<file path="src/rtl/piso_serializer.sv">
// ============================================================================
// piso_serializer
// ----------------------------------------------------------------------------
// Parallel-in / serial-out converter with a one-word holding register, so a
// producer can queue the next word while the current one is still shifting.
// Back-to-back words come out as one unbroken serial stream. The serial
// stream is meant to drive a downstream bit-sequence detector.
//
// Parameters
//   WIDTH      word width in bits (2..32)
//   MSB_FIRST  1: bit WIDTH-1 leaves first, 0: bit 0 leaves first
//
// Ports
//   clk         in   1      rising-edge clock for all state
//   clear       in   1      asynchronous active-high reset
//   data_in     in   WIDTH  parallel word offered by the producer
//   data_valid  in   1      data_in holds a word to transfer
//   data_ready  out  1      block can accept a word this cycle
//   ser_out     out  1      serial bit stream (0 whenever idle)
//   ser_valid   out  1      ser_out carries a data bit this cycle
//   word_done   out  1      pulse while the last bit of a word is on ser_out
// ============================================================================
module piso_serializer #(
    parameter int WIDTH     = 8,
    parameter bit MSB_FIRST = 1'b1
) (
    input  logic             clk,
    input  logic             clear,
    input  logic [WIDTH-1:0] data_in,
    input  logic             data_valid,
    output logic             data_ready,
    output logic             ser_out,
    output logic             ser_valid,
    output logic             word_done
);

    localparam int                CNT_W    = (WIDTH > 1) ? $clog2(WIDTH) : 1;
    localparam logic [CNT_W-1:0]  LAST_BIT = CNT_W'(WIDTH - 1);

    typedef enum logic {
        IDLE,
        SHIFT
    } state_t;

    state_t           state;
    state_t           state_next;
    logic [WIDTH-1:0] shift_reg;
    logic [WIDTH-1:0] shift_next;
    logic [WIDTH-1:0] shifted;
    logic [WIDTH-1:0] hold_reg;
    logic [WIDTH-1:0] hold_next;
    logic             hold_full;
    logic             hold_full_next;
    logic [CNT_W-1:0] bit_cnt;
    logic [CNT_W-1:0] cnt_next;
    logic             accept;
    logic             last_bit;

    // Ready only reflects the holding register, never data_valid, so the
    // handshake has no combinational loop through the producer.
    assign data_ready = !hold_full;
    assign accept     = data_valid && data_ready;
    assign last_bit   = (bit_cnt == LAST_BIT);

    // The word advances toward whichever end is being transmitted.
    assign shifted = MSB_FIRST ? {shift_reg[WIDTH-2:0], 1'b0}
                               : {1'b0, shift_reg[WIDTH-1:1]};

    // All state lives in one register process; clear wipes both the word in
    // flight and any held word, so nothing partial survives a reset.
    always_ff @(posedge clk or posedge clear) begin
        if (clear) begin
            state     <= IDLE;
            shift_reg <= '0;
            hold_reg  <= '0;
            hold_full <= 1'b0;
            bit_cnt   <= '0;
        end else begin
            state     <= state_next;
            shift_reg <= shift_next;
            hold_reg  <= hold_next;
            hold_full <= hold_full_next;
            bit_cnt   <= cnt_next;
        end
    end

    // Next-state logic. At the last bit of a word, a held word takes priority
    // over a freshly offered one; the fresh one cannot be accepted anyway in
    // that case because ready is low while the holding register is full.
    always_comb begin
        state_next     = state;
        shift_next     = shift_reg;
        hold_next      = hold_reg;
        hold_full_next = hold_full;
        cnt_next       = bit_cnt;

        case (state)
            IDLE: begin
                if (accept) begin
                    shift_next = data_in;
                    cnt_next   = '0;
                    state_next = SHIFT;
                end
            end

            SHIFT: begin
                if (!last_bit) begin
                    shift_next = shifted;
                    cnt_next   = bit_cnt + CNT_W'(1);
                    if (accept) begin
                        hold_next      = data_in;
                        hold_full_next = 1'b1;
                    end
                end else if (hold_full) begin
                    shift_next     = hold_reg;
                    hold_full_next = 1'b0;
                    cnt_next       = '0;
                end else if (accept) begin
                    shift_next = data_in;
                    cnt_next   = '0;
                end else begin
                    // Drain the register so an idle block holds no stale bits.
                    shift_next = '0;
                    cnt_next   = '0;
                    state_next = IDLE;
                end
            end

            default: begin
                state_next     = IDLE;
                shift_next     = '0;
                hold_full_next = 1'b0;
                cnt_next       = '0;
            end
        endcase
    end

    // Outputs decode purely from state, so they drop the instant clear rises.
    // The idle line is forced low so it can never feed a downstream detector
    // a phantom pattern.
    assign ser_valid = (state == SHIFT);
    assign word_done = ser_valid && last_bit;
    assign ser_out   = ser_valid ? (MSB_FIRST ? shift_reg[WIDTH-1] : shift_reg[0])
                                 : 1'b0;

endmodule
</file>
<file path="config.mk">
export PLATFORM = sky130hd
export DESIGN_NAME = piso_serializer
export DESIGN_NICKNAME = d
export VERILOG_FILES = /design/src/rtl/piso_serializer.sv
export SDC_FILE = /design/constraint.sdc
export NUM_CORES = 1
export LEC_CHECK = 0
export BUFFER_PORTS_ARGS = -buffer_cell sky130_fd_sc_hd__clkbuf_2
export CORE_MARGIN = 2
export CORE_UTILIZATION = 35
export CTS_CLUSTER_SIZE = 14
export DETAILED_ROUTE_END_ITERATION = 12
export REMOVE_ABC_BUFFERS = 1
export SYNTH_ARGS = -nofsm -noshare
export SYNTH_HDL_FRONTEND = slang
export SYNTH_SLANG_ARGS = --single-unit
</file>
<file path="constraint.sdc">
create_clock -name clk -period 1.8 [get_ports clk]
set_input_delay 0.36 -clock clk [delete_from_list [all_inputs] [get_ports clk]]
set_output_delay 0.36 -clock clk [all_outputs]
set_load 0.01 [all_outputs]
</file>
* Yosys cells after proc, flatten, opt, wreduce, memory -nomap -nowiden
Cells that the tools add are included.
** Cells by class
- Add/subtract/negate cells :: 1
- Eq/ne operators :: 2
- Muxes and demuxes :: 15
- Bitwise gates (word level) :: 2
- Reductions and logical operators :: 6
** Operator list (count)
- 8-bit 2-to-1 mux :: 4
- 8-bit one-hot mux with 2 select lines :: 1
- 1-bit 2-to-1 mux :: 6
- 3-bit 2-to-1 mux :: 2
- 3-bit one-hot mux with 2 select lines :: 1
- 3-bit by 1-bit adder with 3-bit output, second input constant :: 1
- 3-bit == test, second input constant :: 1
- 3-bit AND reduction :: 1
- 1-bit logical AND :: 2
- 2-bit inequality test, second input constant :: 1
- 1-bit NOT :: 2
- 1-bit one-hot mux with 2 select lines :: 1
- 2-bit AND reduction :: 1
- 2-bit nonzero test :: 1
- 1-bit logical NOT :: 1
** Storage, ports and cells
- Bits in registers :: 21
- Input bits :: 11

* Longest topological paths before layout
- Word-level depth :: 6
- Gate-level depth with buffers :: 6

* Least setup slack after synthesis
Ideal clock, no wire load.
- Path type :: register -> register
- Start point :: register bit_cnt[0]
- End point :: register shift_reg[1]
- Setup time :: 0.126 ns
- Data arrival time :: 1.556 ns
- Slack :: 0.118 ns
- Cell stages (with the launch flop) :: 7
- Clock period less this slack :: 1.682 ns
- Cells stage by stage :: dfrtp_1 > ha_1 > ha_1 > clkbuf_2 > and3_2 > a32o_1 > a221o_1
** Between the ends
- Longest elaborated chain between the ends :: 3
** RTL lines
- start, declared :: line 54 : logic [CNT_W-1:0] bit_cnt;
- start signal, assigned :: line 83 : bit_cnt <= cnt_next;
- 3-bit == test :: line 63 : assign last_bit = (bit_cnt == LAST_BIT);
- 8-bit 2-to-1 mux :: line 107 : if (!last_bit) begin
- 8-bit one-hot mux with 2 select lines :: line 97 : case (state)
- end signal, assigned :: line 80 : shift_reg <= shift_next;
- end, declared :: line 47 : logic [WIDTH-1:0] shift_reg;
Every way passes these cells.
A chain may end at the register's enable or synchronous reset.

* Final worst setup path
- Start point :: register bit_cnt[0]
- End point :: output port word_done
** Between the ends
- Longest elaborated chain between the ends :: 2
** RTL lines
- 3-bit == test :: line 63
- 1-bit logical AND :: line 142 : assign word_done = ser_valid && last_bit;
- end, declared :: line 34 : output logic word_done
Every way passes these cells.

==> results_dict.tcl <==
set metrics [dict create \
    endpoint "word_done" \
    rsz0062_at_grt "no" \
    leakage_uw 0.0005810 \
    synth.largest_area_cell "dfrtp_1" \
    crit_start "bit_cnt[0]" \
    antenna_cells 0 \
    place_area_mm2 0.001141 \
    cts.sinks 21 \
    nets 120 \
    start_util_pct 36.80 \
    cts_buffer_depth 2 \
    via_count 742 \
    syn_avg_cell_area_um2 12.08 \
    synth_cells 84 \
    maxSlewViolCount 0 \
    cts_tree "yes" \
    fin_ws_ns 0.07608 \
    die_width_um 57.85 \
    synth_top_cell_area_share_pct 51.79 \
    grt_overflow 0 \
    yosysWarnings 0 \
    final_common_cell "dfrtp_1" \
    antenna_found_initial 0 \
    dr.pass1.iters 4 \
    cp_max_fo 5 \
    critical_path_class "reg -> out" \
    die_area_mm2 0.003346 \
    dpl.hpwl_um 1485 \
    synth_area_mm2 0.001015 \
    final_antenna_net_count 0 \
    die_h_um 57.85 \
    viasPerCell 5.456 \
    grt_max_degree 22 \
    period_needed_ns 1.724 \
    clk_latency_ns 0.30 \
    hold_class "in -> async" \
    pin_count 15 \
    rows 19 \
    r2r_cells 5 \
    end_kind "output pin" \
    yosysSeqAreaShare_pct 51.79 \
    worst_slew_pin_slew_ns 0.3562 \
    dp.cells 131 \
    coreArea_mm2 0.002758 \
    start_kind "register" \
    track_usage_pct 14.31 \
    cts_hold_buf 0 \
    holdWs_ns 0.03894 \
    skew_ns 0.007074 \
    grt_pass1_vias 751 \
    cts.reportedPaths.clkPinSlew_ns 0.13 \
    gp_congestion 0.7838 \
    irDropWorstVdd_uv 917.3 \
    io_buffer_count 14 \
    drive_above_1_share_pct 41.90 \
    cts_root_buf "clkbuf_4" \
    crit_arrival_ns 1.36 \
    outcome "finished, final reports clean" \
    min_period_over_period_pct 95.77 \
    syn2layout_area_growth_pct 17.63 \
    place_worst_setup_slack_ns 0.06124 \
    first_iter_violations 26 \
    final_cell_mix "dfrtp_1 (21), clkbuf_2 (14), mux2_2 (8)" \
    setup_violations 0 \
    powerDensity_mw_per_mm2 1481 \
    drt-total-wl_um 2092 \
    synth_area_leaders "dfrtp_1 (52%), mux2_2 (8.9%), a221o_1 (5.9%), a32o_1 (4.9%), ha_1 (3.7%)" \
    postLayoutCellArea_mm2 0.001194 \
    r2r_slack_ns 0.15 \
    hold_viol 0 \
    synth.distinct_cells 24 \
    h-tree-depth 1 \
    drc 0 \
    worstPathRequired_ns 1.44 \
    fin_cells 136 \
    grt_pass1_wl_um 3622 \
    maxCapViolCount 0 \
    fill_cells 258 \
    maxSlewHeadroom_pct 76.25 \
    ys_seq_elements 21 \
    r2r_end "shift_reg[5]" \
    finalSetupTns_ns 0 \
    fmaxAchievable_ghz 0.5801 \
    cts_buffers 3 \
    wl_per_cell_um 15.38 \
    r2r-start "bit_cnt[0]" \
]
[cell usage after synthesis]
cell type and instances:
dfrtp_1 21, mux2_2 8, a221o_1 6, o21ai_0 6, a32o_1 5, and3_2 4, nand2_1 4, ha_1 3
inv_1 3, nand3_1 3, and2_1 2, and2b_2 2, mux2i_1 2, nor2_1 2, nor2_2 2, nor2b_1 2
o211ai_1 2, a21oi_1 1, and2b_1 1, buf_6 1, clkbuf_1 1, clkbuf_2 1, nand2b_1 1, nand2b_4 1
[layout make-up]
| class | count | area [um^2] | share of cell area, % |
|---|---|---|---|
| flip-flops and latches | 21 | 525.5 | 44.03 |
| multi-input cells | 57 | 475.5 | 39.83 |
| repair buffers | 20 | 115.1 | 9.644 |
| well taps | 31 | 38.79 | 3.249 |
| clock buffers | 3 | 22.52 | 1.887 |
| inverters | 3 | 11.26 | 0.9434 |
| clock inverters | 1 | 5.005 | 0.4193 |
[where the power goes]
| part | total, uW | leakage, uW | internal, uW | switching [uW] |
|---|---|---|---|---|
| registers | 821 | 0.000258 | 672 | 149 |
| logic | 715 | 0.000305 | 394 | 321 |
| clock network | 231 | 0.0000177 | 82.7 | 149 |
| total | 1770 | 0.000581 | 1150 | 618 |
[critical path: stages (launching register included)]
cell	delay, ns
dfrtp_1	0.40
ha_2	0.21
ha_4	0.17
and2_4	0.16
clkbuf_2	0.12
[worst min-delay path by stage]
stage	from	end	slack, ns	cells past startpoint
2_1_floorplan	clear	bit_cnt[0]	0.34	1
3_3_place_gp	clear	shift_reg[3]	0.39	3
3_5_place_dp	clear	hold_reg[3]	0.39	3
4_1_cts	clear	hold_reg[3]	0.05	3
5_1_grt	clear	shift_reg[4]	0.06	3
6_report	clear	hold_reg[3]	0.04	3
[repair_timing]
item / CTS / global route
resized for setup: 2 / 2
setup endpoints to repair: 1 / 1
setup buffers: 1 / 0
[kinds of logic (layout without fill, tap and decap cells)]
group                      after synthesis  count (layout)  synth area share (%)
DFF                                     21              21                 51.79
muxes                                   10              10                 10.85
buffers and inverters                    6              27                 3.082
adders and majority gates                3               3                 3.700
AOI/OAI and AO/OA                       20              20                 15.78
and+or+nand+nor                         24              24                 14.80
[layer usage]
metal	up-vias	track usage, %	part of all wire (%)
li1	356	-	-
met1	370	19.94	47
met3	2	2.232	3.9
met5	-	0	0
met4	0	5.980	0.96
met2	14	22.24	48
[through the flow]
step,power [uW],utilization (%)
floorplan,1272,-
global placement,1469,41.38
detailed placement,1496,41.38
CTS,1755,42.83
global route,1920,43.28
finish,1767,43.28
No activity file was read; power rests on OpenSTA's default activity.
